===== src/rtl/sram_cmp_pkg.sv =====
`default_nettype none
// +----------------------------------------------------------------------+
// | Module   : sram_cmp_pkg                                              |
// | Purpose  : Shared types and default sizes for the SRAM compare       |
// |            sequencer and its compare stage.                          |
// | Revision : 1.0  initial release                                      |
// +----------------------------------------------------------------------+
package sram_cmp_pkg;

  localparam int DEF_AW = 10;
  localparam int DEF_DW = 32;

  typedef enum logic [1:0] {
    ST_IDLE  = 2'd0,
    ST_RUN   = 2'd1,
    ST_DRAIN = 2'd2,
    ST_DONE  = 2'd3
  } state_t;

endpackage
`default_nettype wire


===== src/rtl/sram_word_cmp.sv =====
`default_nettype none
// +----------------------------------------------------------------------+
// | Module   : sram_word_cmp                                             |
// | Purpose  : Registered word inequality with valid/offset sideband and |
// |            a synchronous flush that drops the word being captured.   |
// | Revision : 1.0  initial release                                      |
// +----------------------------------------------------------------------+
module sram_word_cmp #(
  parameter int DW = 32,
  parameter int OW = 11
) (
  input  logic          clk,
  input  logic          rst_n,
  input  logic          flush,
  input  logic          in_vld,
  input  logic [OW-1:0] in_off,
  input  logic [DW-1:0] a,
  input  logic [DW-1:0] b,
  output logic          out_vld,
  output logic          out_mis,
  output logic [OW-1:0] out_off
);

  // Capture one compare result per valid word; a flush kills the word in flight.
  always_ff @(posedge clk or negedge rst_n) begin
    if (!rst_n) begin
      out_vld <= 1'b0;
      out_mis <= 1'b0;
      out_off <= '0;
    end else begin
      out_vld <= in_vld && !flush;
      if (in_vld) begin
        out_mis <= (a != b);
        out_off <= in_off;
      end
    end
  end

endmodule
`default_nettype wire


===== src/rtl/sram_cmp_seq_ctrl.sv =====
`default_nettype none
// +----------------------------------------------------------------------+
// | Module   : sram_cmp_seq_ctrl                                         |
// | Purpose  : Sweeps two SRAM regions word by word, compares paired     |
// |            reads, counts mismatches and reports the first offset.    |
// | Revision : 1.0  initial release                                      |
// +----------------------------------------------------------------------+
module sram_cmp_seq_ctrl
  import sram_cmp_pkg::*;
#(
  parameter int AW    = DEF_AW,
  parameter int DW    = DEF_DW,
  parameter int LEN_W = AW + 1
) (
  input  logic             clk,
  input  logic             rst_n,
  input  logic             start_i,
  input  logic             abort_i,
  input  logic             stop_first_i,
  input  logic [AW-1:0]    base_a_i,
  input  logic [AW-1:0]    base_b_i,
  input  logic [LEN_W-1:0] len_i,
  output logic             sram_a_ce_o,
  output logic [AW-1:0]    sram_a_addr_o,
  input  logic [DW-1:0]    sram_a_rdata_i,
  output logic             sram_b_ce_o,
  output logic [AW-1:0]    sram_b_addr_o,
  input  logic [DW-1:0]    sram_b_rdata_i,
  output logic             busy_o,
  output logic             done_o,
  output logic             mismatch_o,
  output logic [LEN_W-1:0] first_off_o,
  output logic [LEN_W-1:0] mismatch_cnt_o
);

  state_t             state, state_nxt;
  logic [AW-1:0]      base_a_q, base_b_q;
  logic [LEN_W-1:0]   len_q;
  logic               stop_q;
  logic [LEN_W-1:0]   off;
  logic               s1_vld;
  logic [LEN_W-1:0]   s1_off;
  logic               cmp_vld, cmp_mis;
  logic [LEN_W-1:0]   cmp_off;
  logic               start_ok, stop_hit, issue, last_issue, flush, active;

  // Sweep control decodes shared by the FSM and the datapath.
  always_comb begin
    active     = (state == ST_RUN) || (state == ST_DRAIN);
    start_ok   = (state == ST_IDLE) && start_i && !abort_i;
    // In stop-first mode the first mismatch result halts issue in the same cycle.
    stop_hit   = stop_q && cmp_vld && cmp_mis && active;
    issue      = (state == ST_RUN) && !abort_i && !stop_hit;
    last_issue = issue && (off == (len_q - LEN_W'(1)));
    flush      = abort_i || stop_hit;
  end

  // FSM state register.
  always_ff @(posedge clk or negedge rst_n) begin
    if (!rst_n) state <= ST_IDLE;
    else        state <= state_nxt;
  end

  // Next-state and handshake outputs.
  always_comb begin
    state_nxt   = state;
    sram_a_ce_o = issue;
    sram_b_ce_o = issue;
    busy_o      = (state != ST_IDLE);
    done_o      = (state == ST_DONE) && !abort_i;
    case (state)
      ST_IDLE:  if (start_ok) state_nxt = (len_i == '0) ? ST_DONE : ST_RUN;
      ST_RUN:   if (stop_hit || last_issue) state_nxt = ST_DRAIN;
      // Only the compare stage may still hold a result once the read stage is empty.
      ST_DRAIN: if (!s1_vld) state_nxt = ST_DONE;
      ST_DONE:  state_nxt = ST_IDLE;
      default:  state_nxt = ST_IDLE;
    endcase
    if (abort_i && (state != ST_IDLE)) state_nxt = ST_IDLE;
  end

  // Latch the sweep request and step the offset counter on each issued pair.
  always_ff @(posedge clk or negedge rst_n) begin
    if (!rst_n) begin
      base_a_q <= '0;
      base_b_q <= '0;
      len_q    <= '0;
      stop_q   <= 1'b0;
      off      <= '0;
    end else if (start_ok) begin
      base_a_q <= base_a_i;
      base_b_q <= base_b_i;
      len_q    <= len_i;
      stop_q   <= stop_first_i;
      off      <= '0;
    end else if (issue) begin
      off      <= off + LEN_W'(1);
    end
  end

  // Addresses wrap naturally modulo 2^AW.
  assign sram_a_addr_o = base_a_q + off[AW-1:0];
  assign sram_b_addr_o = base_b_q + off[AW-1:0];

  // Read-data stage: tags the word arriving from the SRAMs with its offset.
  always_ff @(posedge clk or negedge rst_n) begin
    if (!rst_n) begin
      s1_vld <= 1'b0;
      s1_off <= '0;
    end else begin
      s1_vld <= issue;
      if (issue) s1_off <= off;
    end
  end

  sram_word_cmp #(
    .DW (DW),
    .OW (LEN_W)
  ) u_cmp (
    .clk     (clk),
    .rst_n   (rst_n),
    .flush   (flush),
    .in_vld  (s1_vld),
    .in_off  (s1_off),
    .a       (sram_a_rdata_i),
    .b       (sram_b_rdata_i),
    .out_vld (cmp_vld),
    .out_mis (cmp_mis),
    .out_off (cmp_off)
  );

  // Status accumulation; cleared on an accepted start, frozen on abort.
  always_ff @(posedge clk or negedge rst_n) begin
    if (!rst_n) begin
      mismatch_o     <= 1'b0;
      first_off_o    <= '0;
      mismatch_cnt_o <= '0;
    end else if (start_ok) begin
      mismatch_o     <= 1'b0;
      first_off_o    <= '0;
      mismatch_cnt_o <= '0;
    end else if (cmp_vld && cmp_mis && active && !abort_i) begin
      if (mismatch_cnt_o != '1) mismatch_cnt_o <= mismatch_cnt_o + LEN_W'(1);
      if (!mismatch_o) begin
        mismatch_o  <= 1'b1;
        first_off_o <= cmp_off;
      end
    end
  end

endmodule
`default_nettype wire


===== config.mk =====
export PLATFORM = sky130hd
export DESIGN_NAME = sram_cmp_seq_ctrl
export DESIGN_NICKNAME = d
export VERILOG_FILES = /design/src/rtl/sram_cmp_pkg.sv /design/src/rtl/sram_word_cmp.sv /design/src/rtl/sram_cmp_seq_ctrl.sv
export SDC_FILE = /design/constraint.sdc
export NUM_CORES = 1
export LEC_CHECK = 0
export ABC_AREA = 1
export CORE_UTILIZATION = 45
export CTS_CLUSTER_SIZE = 30
export DETAILED_ROUTE_END_ITERATION = 7
export GPL_TIMING_DRIVEN = 0
export MAX_ROUTING_LAYER = met4
export PLACE_DENSITY = 0.81
export SYNTH_ARGS = -nofsm -noshare
export SYNTH_HDL_FRONTEND = slang
export SYNTH_SLANG_ARGS = --single-unit

===== constraint.sdc =====
create_clock -name clk -period 1.9 [get_ports clk]
set_input_delay 0.19 -clock clk [delete_from_list [all_inputs] [get_ports clk]]
set_output_delay 0.19 -clock clk [all_outputs]
set_load 0.005 [all_outputs]

---- Word-level counts from Yosys, hierarchy flattened ----
Index checks and enable logic that the tools add are counted.
storage, ports and cells
  input bits .............................. 100
  logic and storage cells ................. 74
  register bits ........................... 93
  output and inout port bits .............. 47
operators by class
  reduce and logical (&&, ||, !) cells .... 29
  add/sub/neg operators ................... 5
  muxes and demuxes ....................... 16
  equal/unequal tests ..................... 10
operators by type and width
  operator                                                                  number
  11-bit two-way mux                                                        8
  32-bit inequality test                                                    1
  11-bit by 1-bit adder with 11-bit output (second input constant)          2
  10-bit adder                                                              2
  1-bit logical AND                                                         14
  11-bit == test                                                            1
  11-bit zero test                                                          1
  11-bit inequality test (second input constant)                            1
  11-bit by 1-bit subtractor with 11-bit output (second input constant)     1
  2-bit two-way mux                                                         5
  2-bit one-hot mux with 4 select lines                                     1
  2-bit nonzero test                                                        4
  3-bit by 2-bit inequality test with 1-bit output (second input constant)  2
  2-bit == test (second input constant)                                     2
  2-bit AND reduction                                                       2
  1-bit zero test                                                           3
  1-bit logical OR                                                          3
  3-bit by 1-bit inequality test with 1-bit output (second input constant)  1
  3-bit AND reduction                                                       1
  2-bit by 1-bit == test with 1-bit output (second input constant)          1
  2-bit zero test                                                           1
  1-bit two-way mux                                                         2
  2-bit by 1-bit inequality test with 1-bit output (second input constant)  1

---- Depth between registers and ports, before layout ----
Gate-level depths: netlist of the first run.
  word-level depth ........................ 10
  depth in mapped cells ................... 16
  mapped depth without buffers ............ 16

---- Modules after synthesis ----
From an unflattened synthesis of the first run, not the netlist that was laid out.
second synthesis, totals
  cell total of the unflattened synthesis .. 782
  area, all modules ....................... 5661.7 um^2
by module, submodules not included
  module             area each (um^2)  seq. area each (um^2)  cells each  times used
  sram_cmp_seq_ctrl  4596.9            2001.9                 590         1
  sram_word_cmp      1064.8            325.3                  192         1

---- Least setup slack after synthesis of the first run ----
OpenSTA, ideal clock, no wires.
  path type ............................... register -> output
  start ................................... register off[0]
  end ..................................... output port sram_a_addr_o[8]
  arrival time ............................ 1.889 ns
  setup slack ............................. -0.179 ns
  path buffers ............................ 0
  required time ........................... 1.710 ns
  stages on the path, launching flop included .. 13
  path through ............................ dfrtp_1 ha_1 inv_1 fa_1 o21ai_0 nand2_1 nand2_1 a21oi_1 nor2_1 o21ai_0 nand2_1 nand2_1 nand2_1
between the ends
  longest elaborated chain between the ends .. 1
RTL lines
  item                    RTL line                  text
  start, declared         sram_cmp_seq_ctrl.sv:40   logic [LEN_W-1:0] off;
  start signal, assigned  sram_cmp_seq_ctrl.sv:97   off <= off + LEN_W'(1);
  10-bit adder            sram_cmp_seq_ctrl.sv:102  assign sram_a_addr_o = base_a_q + off[AW-1:0];
  end, declared           sram_cmp_seq_ctrl.sv:24   output logic [AW-1:0] sram_a_addr_o,
Every way passes these cells.

---- Worst setup path after layout of the first run ----
Ends and elaborated chain as after synthesis.

==> results.sh, run 1 <==
export IMPL_vias=6039
export IMPL_period_minus_slack_ns=2.43
export IMPL_drv_slew=0
export IMPL_critPathArrivalTime_ns=2.24
export IMPL_critPathRequiredTime_ns=1.71
export IMPL_r2r_end="off[8]$_DFFE_PN0P_"
export IMPL_power_switching_uw=4240
export IMPL_cp_slowest_cell="dfrtp_2"
export IMPL_crit_chain="buf_6 -> ha_4 -> inv_2 -> fa_2 -> o21ai_2 -> nand2_1 -> nand2_2 -> a21oi_2 -> nor2_1 -> o21ai_2 -> nand2_1 -> nand2_1 -> nand2_1 -> buf_2"
export IMPL_place_congestion=0.922
export IMPL_grt_overflow=0
export IMPL_path_buf_inv=3
export IMPL_wl_per_cell_microns=15.6
export IMPL_grt_pass1_vias=5713
export IMPL_vias_per_cell=5.35
export IMPL_p_int_uw=5990
export IMPL_io_buffers=146
export IMPL_ys_async_sr_fraction=1.00
export IMPL_mostFrequentLayoutCell="nand2_1"
export IMPL_combPwrFrac=0.521
export IMPL_die_w_microns=114
export IMPL_cp_slowest_stage_delay_ns=0.40
export IMPL_ys_types=45
export IMPL_syn_num_nets=875
export IMPL_synth_ff_type="dfrtp_1"
export IMPL_outcome="finished with violations"
export IMPL_path_clk_slew_ns=0.07
export IMPL_worst_slew_pin_transition_ns=0.547
export IMPL_period_share=1.28
export IMPL_max_freq_ghz=0.411
export IMPL_rows=40
export IMPL_num_io_pins=147
export IMPL_cp_start_kind="flop"
export IMPL_worst_path_stages=14
export IMPL_antenna_found_initial=0
export IMPL_skew_ns=0.00878
export IMPL_vdd_drop_max_mv=0.664
export IMPL_grt_usage=0.267
export IMPL_layout_common_cells="nand2_1, clkdlybuf4s50_1, dfrtp_1"
export IMPL_fin_cells=1129
export IMPL_p_sw_frac=0.414
export IMPL_rr_startpoint="state[1]$_DFFE_PN0P_"
export IMPL_clkSinkCount=93
export IMPL_root_buffer="clkbuf_16"
export IMPL_initialDrtViolationCount=435
export IMPL_grt_max_degree=73
export IMPL_cp_common_cell="nand2_1"
export IMPL_cts_buffers=9
export IMPL_place_inst=1063
export IMPL_postLayoutSetupSlackWorst_ns=-0.531
export IMPL_cp_top_family="adder cells"
export IMPL_drcViolationCount=0
export IMPL_yosys_warnings=0
export IMPL_cp_startpoint="off[0]$_DFFE_PN0P_"
export IMPL_clk_path_buf_depth=2
export IMPL_hpwlAfterDp_microns=10800
export IMPL_tns_ns=-5.84
export IMPL_grt_pass1_wl_microns=26500
export IMPL_p_leak_uw=0.00396
export IMPL_timing_worst_setup_path_type="flop to output pin"
export IMPL_firstDrtPassIters=5
export IMPL_die_area_sq_um=13100
export IMPL_area_growth_pct=51.0
export IMPL_critPathCapture="sram_a_addr_o[8]"
export IMPL_avgSynthCellArea_sq_um=7.60
export IMPL_rr_worst_depth=12
export IMPL_core_area_sq_um=12200
export IMPL_relSlewSlack=0.632
export IMPL_ant_nets=0
export IMPL_start_util=0.468
export IMPL_hold_violations=0
export IMPL_synth_cells=748
export IMPL_clock_power_share=0.171
export IMPL_rsz0062_at_grt="yes"
export IMPL_power_density_nw_per_um2=1190
export IMPL_die_h_microns=114
export IMPL_nFillCells=852
export IMPL_insertion_delay_ns=0.35
export IMPL_ys_seq_area_frac=0.409
export IMPL_cp_max_fo=2
export IMPL_seqPwrFrac=0.307
export IMPL_layout_drive_gt1_share=0.225
export IMPL_ff2ff_setup_slack_ns=-0.09
export IMPL_hold_slack_ns=0.278
export IMPL_diodes=0
export IMPL_cts_htree_levels=3
export IMPL_power_uw=10200
export IMPL_ys_seq_elements=93
export IMPL_cts_tree="done"
export IMPL_syn_area_sq_um=5690
export IMPL_setup_violations=21
export IMPL_endpoint_kind="output pin"
export IMPL_nNetsFinal=1083
export IMPL_hold_path_class="primary input to async pin"
export IMPL_wirelength_microns=17600
export IMPL_maxCapViolCount=0
export IMPL_synth_edf_count=0
export IMPL_violations="negative setup slack"
[power by group through the flow]
stage               registers [uW]  clock network, uW  logic, uW
global placement              3070                  0       3920
global route                  3200               1840       5780
finish                        3140               1750       5330
detailed placement            3080                  0       4030
CTS                           3070               1760       4660
floorplan                     2940                  0       2430
[synth_stat cells (2+ instances only)]
cell | count | area (sq um)
a21oi_1 | 23 | 115
buf_2 | 5 | 25.0
clkbuf_1 | 11 | 41.3
dfrtp_1 | 93 | 2330
fa_1 | 2 | 40.0
ha_1 | 25 | 313
inv_1 | 89 | 334
inv_2 | 3 | 11.3
nand2_1 | 221 | 830
nand2_2 | 3 | 18.8
nand2_4 | 2 | 22.5
nand3_1 | 50 | 250
nand4_1 | 10 | 62.6
nand4_2 | 2 | 25.0
nor2_1 | 48 | 180
nor2_2 | 3 | 18.8
nor2_4 | 2 | 22.5
nor3_1 | 9 | 45.0
nor4_1 | 10 | 62.6
o21ai_0 | 57 | 285
o21ai_1 | 7 | 35.0
o21bai_1 | 2 | 15.0
or2_2 | 10 | 62.6
xnor2_1 | 21 | 184
xor2_1 | 20 | 175
[metal layers]
layer,part of all wire,wire length (microns),vias up,GRT usage
met1,0.39,6840,2827,0.312
met4,0.046,818,0,0.112
met2,0.50,8810,308,0.457
li1,-,-,2817,-
met3,0.065,1150,87,0.0424
met5,0,0,-,-
[area by class of cell]
class,count,area (sq um),area share
well taps,168,210,0.0245
multi-input cells,544,3440,0.400
clock buffers,10,239,0.0278
plain buffers,17,88.8,0.0103
inverters,93,360,0.0420
flip-flops and latches,93,2340,0.272
repair buffers,198,1860,0.217
clock inverters,6,52.6,0.00612
[registers in the layout (all words and copies together) (netlist names)]
name,flops
mismatch_o,1
off,11
stop_q,1
s1_off,11
u_cmp.out_vld,1
base_b_q,10
len_q,11
state,2
u_cmp.out_mis,1
u_cmp.out_off,11
mismatch_cnt_o,11
base_a_q,10
first_off_o,11
s1_vld,1
[what timing repair did]
item / in CTS / in global routing
endpoints found under the setup margin: 68 / 75
buffers inserted: 51 / 8
pin swaps: 47 / 46
gates resized for setup: 147 / 67
endpoints found under the hold margin: 21 / 0
hold buffers: 1 / 0
[cells by family after synthesis]
logic type | synth area share
buffers and inverters | 0.0768
AO/OA/AOI/OAI | 0.0873
AND/OR/NAND/NOR | 0.302
XOR/XNOR | 0.0631
adder cells (fa/ha/maj) | 0.0620
flip-flops | 0.409
[per-stage QoR]
step	util	instance area, sq um	setup slack, ns
after CTS	0.685	8330	-0.562
after global placement	0.606	7370	-3.04
final	0.706	8590	-0.531
after floorplan	-	5700	-0.0352
after detailed placement	0.608	7400	-0.762
after global routing	0.706	8590	-0.678
[worst min path at each step]
stage | to | slack (ns) | depth (start not counted) | from
6_report | base_b_q[5]$_DFFE_PN0P_ | 0.28 | 2 | rst_n
5_1_grt | base_b_q[5]$_DFFE_PN0P_ | 0.30 | 2 | rst_n
4_1_cts | base_b_q[5]$_DFFE_PN0P_ | 0.28 | 2 | rst_n
3_5_place_dp | base_b_q[5]$_DFFE_PN0P_ | 0.10 | 1 | rst_n
3_3_place_gp | s1_off[10]$_DFFE_PN0P_ | 0.47 | 2 | s1_off[10]$_DFFE_PN0P_
2_1_floorplan | base_a_q[0]$_DFFE_PN0P_ | -0.11 | 0 | rst_n
(Power assumes the default switching activity.)
==> inputs of run 2 (changes only) <==
PLACE_DENSITY = 0.78   (was 0.81)
TNS_END_PERCENT = 5   (was unset)
clock period = 2.55 ns   (was 1.9 ns; I/O delays follow)
==> run 2 against run 1 <==
The run still ends with negative setup slack left. Setup slack improved by 0.42 ns. Utilization fell by 5.1 points. Wire length fell by 16%. Non-clock buffer count fell by 40. Hold slack improved by 0.094 ns. Sequential cell count did not move. Largest cell class unchanged. Highest routed layer unchanged.
==> results.sh, run 2 (same netlist as run 1, synthesis figures left out) <==
export IMPL_period_share=1.05
export IMPL_grt_max_degree=68
export IMPL_hold_path_class="primary input to async pin"
export IMPL_cp_start_kind="flop"
export IMPL_core_area_sq_um=12200
export IMPL_wirelength_microns=14900
export IMPL_postLayoutSetupSlackWorst_ns=-0.116
export IMPL_start_util=0.468
export IMPL_layout_common_cells="nand2_1, clkdlybuf4s50_1, inv_1"
export IMPL_mostFrequentLayoutCell="nand2_1"
export IMPL_crit_chain="buf_6 -> ha_4 -> inv_2 -> fa_2 -> o21ai_2 -> nand2_1 -> nand2_1 -> a21oi_2 -> nor2_1 -> o21ai_1 -> nand2_1 -> nand2_1 -> nand2_1 -> clkdlybuf4s15_2"
export IMPL_worst_slew_pin_transition_ns=0.539
export IMPL_tns_ns=-0.266
export IMPL_combPwrFrac=0.464
export IMPL_hpwlAfterDp_microns=10900
export IMPL_fin_area_sq_um=7970
export IMPL_grt_usage=0.248
export IMPL_utilization=0.655
export IMPL_path_clk_slew_ns=0.06
export IMPL_maxCapViolCount=0
export IMPL_vias=5511
export IMPL_cp_common_cell="nand2_1"
export IMPL_die_area_sq_um=13100
export IMPL_cts_htree_levels=3
export IMPL_cp_slowest_cell="dfrtp_2"
export IMPL_num_io_pins=147
export IMPL_place_congestion=0.918
export IMPL_area_growth_pct=40.0
export IMPL_cts_buffers=9
export IMPL_diodes=0
export IMPL_p_int_uw=4220
export IMPL_die_w_microns=114
export IMPL_nFillCells=1014
export IMPL_rsz0062_at_grt="yes"
export IMPL_firstDrtPassIters=7
export IMPL_p_sw_frac=0.385
export IMPL_clock_power_share=0.198
export IMPL_period_minus_slack_ns=2.67
export IMPL_grt_pass1_wl_microns=24400
export IMPL_insertion_delay_ns=0.36
export IMPL_clk_path_buf_depth=2
export IMPL_grt_pass1_vias=5205
export IMPL_power_switching_uw=2640
export IMPL_cp_slowest_stage_delay_ns=0.43
export IMPL_nNetsFinal=1043
export IMPL_endpoint_kind="output pin"
export IMPL_max_freq_ghz=0.375
export IMPL_violations="negative setup slack"
export IMPL_cp_top_family="adder cells"
export IMPL_timing_worst_setup_path_type="flop to output pin"
export IMPL_critPathRequiredTime_ns=2.30
export IMPL_relSlewSlack=0.641
export IMPL_cp_max_fo=3
export IMPL_p_leak_uw=0.00365
export IMPL_vias_per_cell=5.06
export IMPL_placed_area_sq_um=7380
export IMPL_ant_nets=0
export IMPL_rows=40
export IMPL_io_buffers=146
export IMPL_vdd_drop_max_mv=0.490
export IMPL_drv_slew=0
export IMPL_clkSinkCount=93
export IMPL_antenna_found_initial=0
export IMPL_root_buffer="clkbuf_16"
export IMPL_layout_drive_gt1_share=0.107
export IMPL_outcome="finished with violations"
export IMPL_setup_violations=3
export IMPL_power_uw=6870
export IMPL_drcViolationCount=0
export IMPL_grt_overflow=0
export IMPL_critPathArrivalTime_ns=2.41
export IMPL_die_h_microns=114
export IMPL_initialDrtViolationCount=418
export IMPL_hold_violations=0
export IMPL_seqPwrFrac=0.338
export IMPL_cts_tree="done"
export IMPL_power_density_nw_per_um2=862
export IMPL_skew_ns=0.00925
export IMPL_wl_per_cell_microns=13.6
export IMPL_path_buf_inv=3
-- run 2: changes by cell type in the layout (fill, tap and decap cells not counted), moves of 8 or more --
cell / delta
nor2_1: +8
buf_2: -16
inv_2: -8
buf_6: -12
buf_4: -29
nand2_2: -10
nand2_1: +13
clkdlybuf4s50_1: +8
dlygate4sd2_1: +9
inv_1: +8
-- run 2: cell type report --
type	count	area, sq um	area share
repair buffers	157	1560	0.196
clock buffers	10	229	0.0287
clock inverters	6	68.8	0.00864
well taps	168	210	0.0264
multi-input cells	544	3120	0.391
flip-flops and latches	93	2340	0.293
plain buffers	18	85.1	0.0107
inverters	93	355	0.0446
-- run 2: stage by stage --
| stage | cells | setup slack, ns | hold WS [ns] |
|---|---|---|---|
| finish | 1089 | -0.116 | 0.372 |
| global route | 1089 | -0.248 | 0.406 |
| CTS | 1089 | -0.163 | 0.366 |
| detailed placement | 1063 | -0.485 | 0.194 |
| global placement | 1062 | -2.16 | 0.469 |
| floorplan | 748 | 0.406 | -0.0406 |
-- run 2: timing repair --
item	4_1_cts	5_1_grt
pin swaps	4	3
setup buffers	9	0
setup endpoints to repair	15	11
gates resized for setup	45	10
endpoints found under the hold margin	26	0
hold buffers	1	0
-- run 2: final timing paths --
check                      depth (start not counted)  slack [ns]                      end             startpoint
min in group clk                                   3        0.44  base_b_q[4]$_DFFE_PN0P_            base_b_i[4]
hold / removal                                     2        0.37  base_b_q[3]$_DFFE_PN0P_                  rst_n
hold reg to reg                                    2        0.49    s1_off[7]$_DFFE_PN0P_  s1_off[7]$_DFFE_PN0P_
setup reg to reg                                   7        0.56     len_q[8]$_DFFE_PN0P_   state[0]$_DFFE_PN0P_
max in group asynchronous                          3        1.51       off[0]$_DFFE_PN0P_                  rst_n
setup / recovery                                  14       -0.12         sram_b_addr_o[8]     off[0]$_DFFE_PN0P_
-- run 2: routing by layer --
layer | global-route usage | routed length [microns] | part of all wire
met5 | - | 0 | 0
met4 | 0.0779 | 306 | 0.021
met3 | 0.0566 | 833 | 0.056
met2 | 0.405 | 7270 | 0.49
met1 | 0.306 | 6450 | 0.43
-- run 2: power by group through the flow --
stage / clock (uW) / combinational [uW] / sequential (uW)
floorplan: 0 / 1800 / 2190
global route: 1430 / 3560 / 2370
finish: 1360 / 3190 / 2320
global placement: 0 / 2910 / 2290
detailed placement: 0 / 2990 / 2290
CTS: 1370 / 3120 / 2310
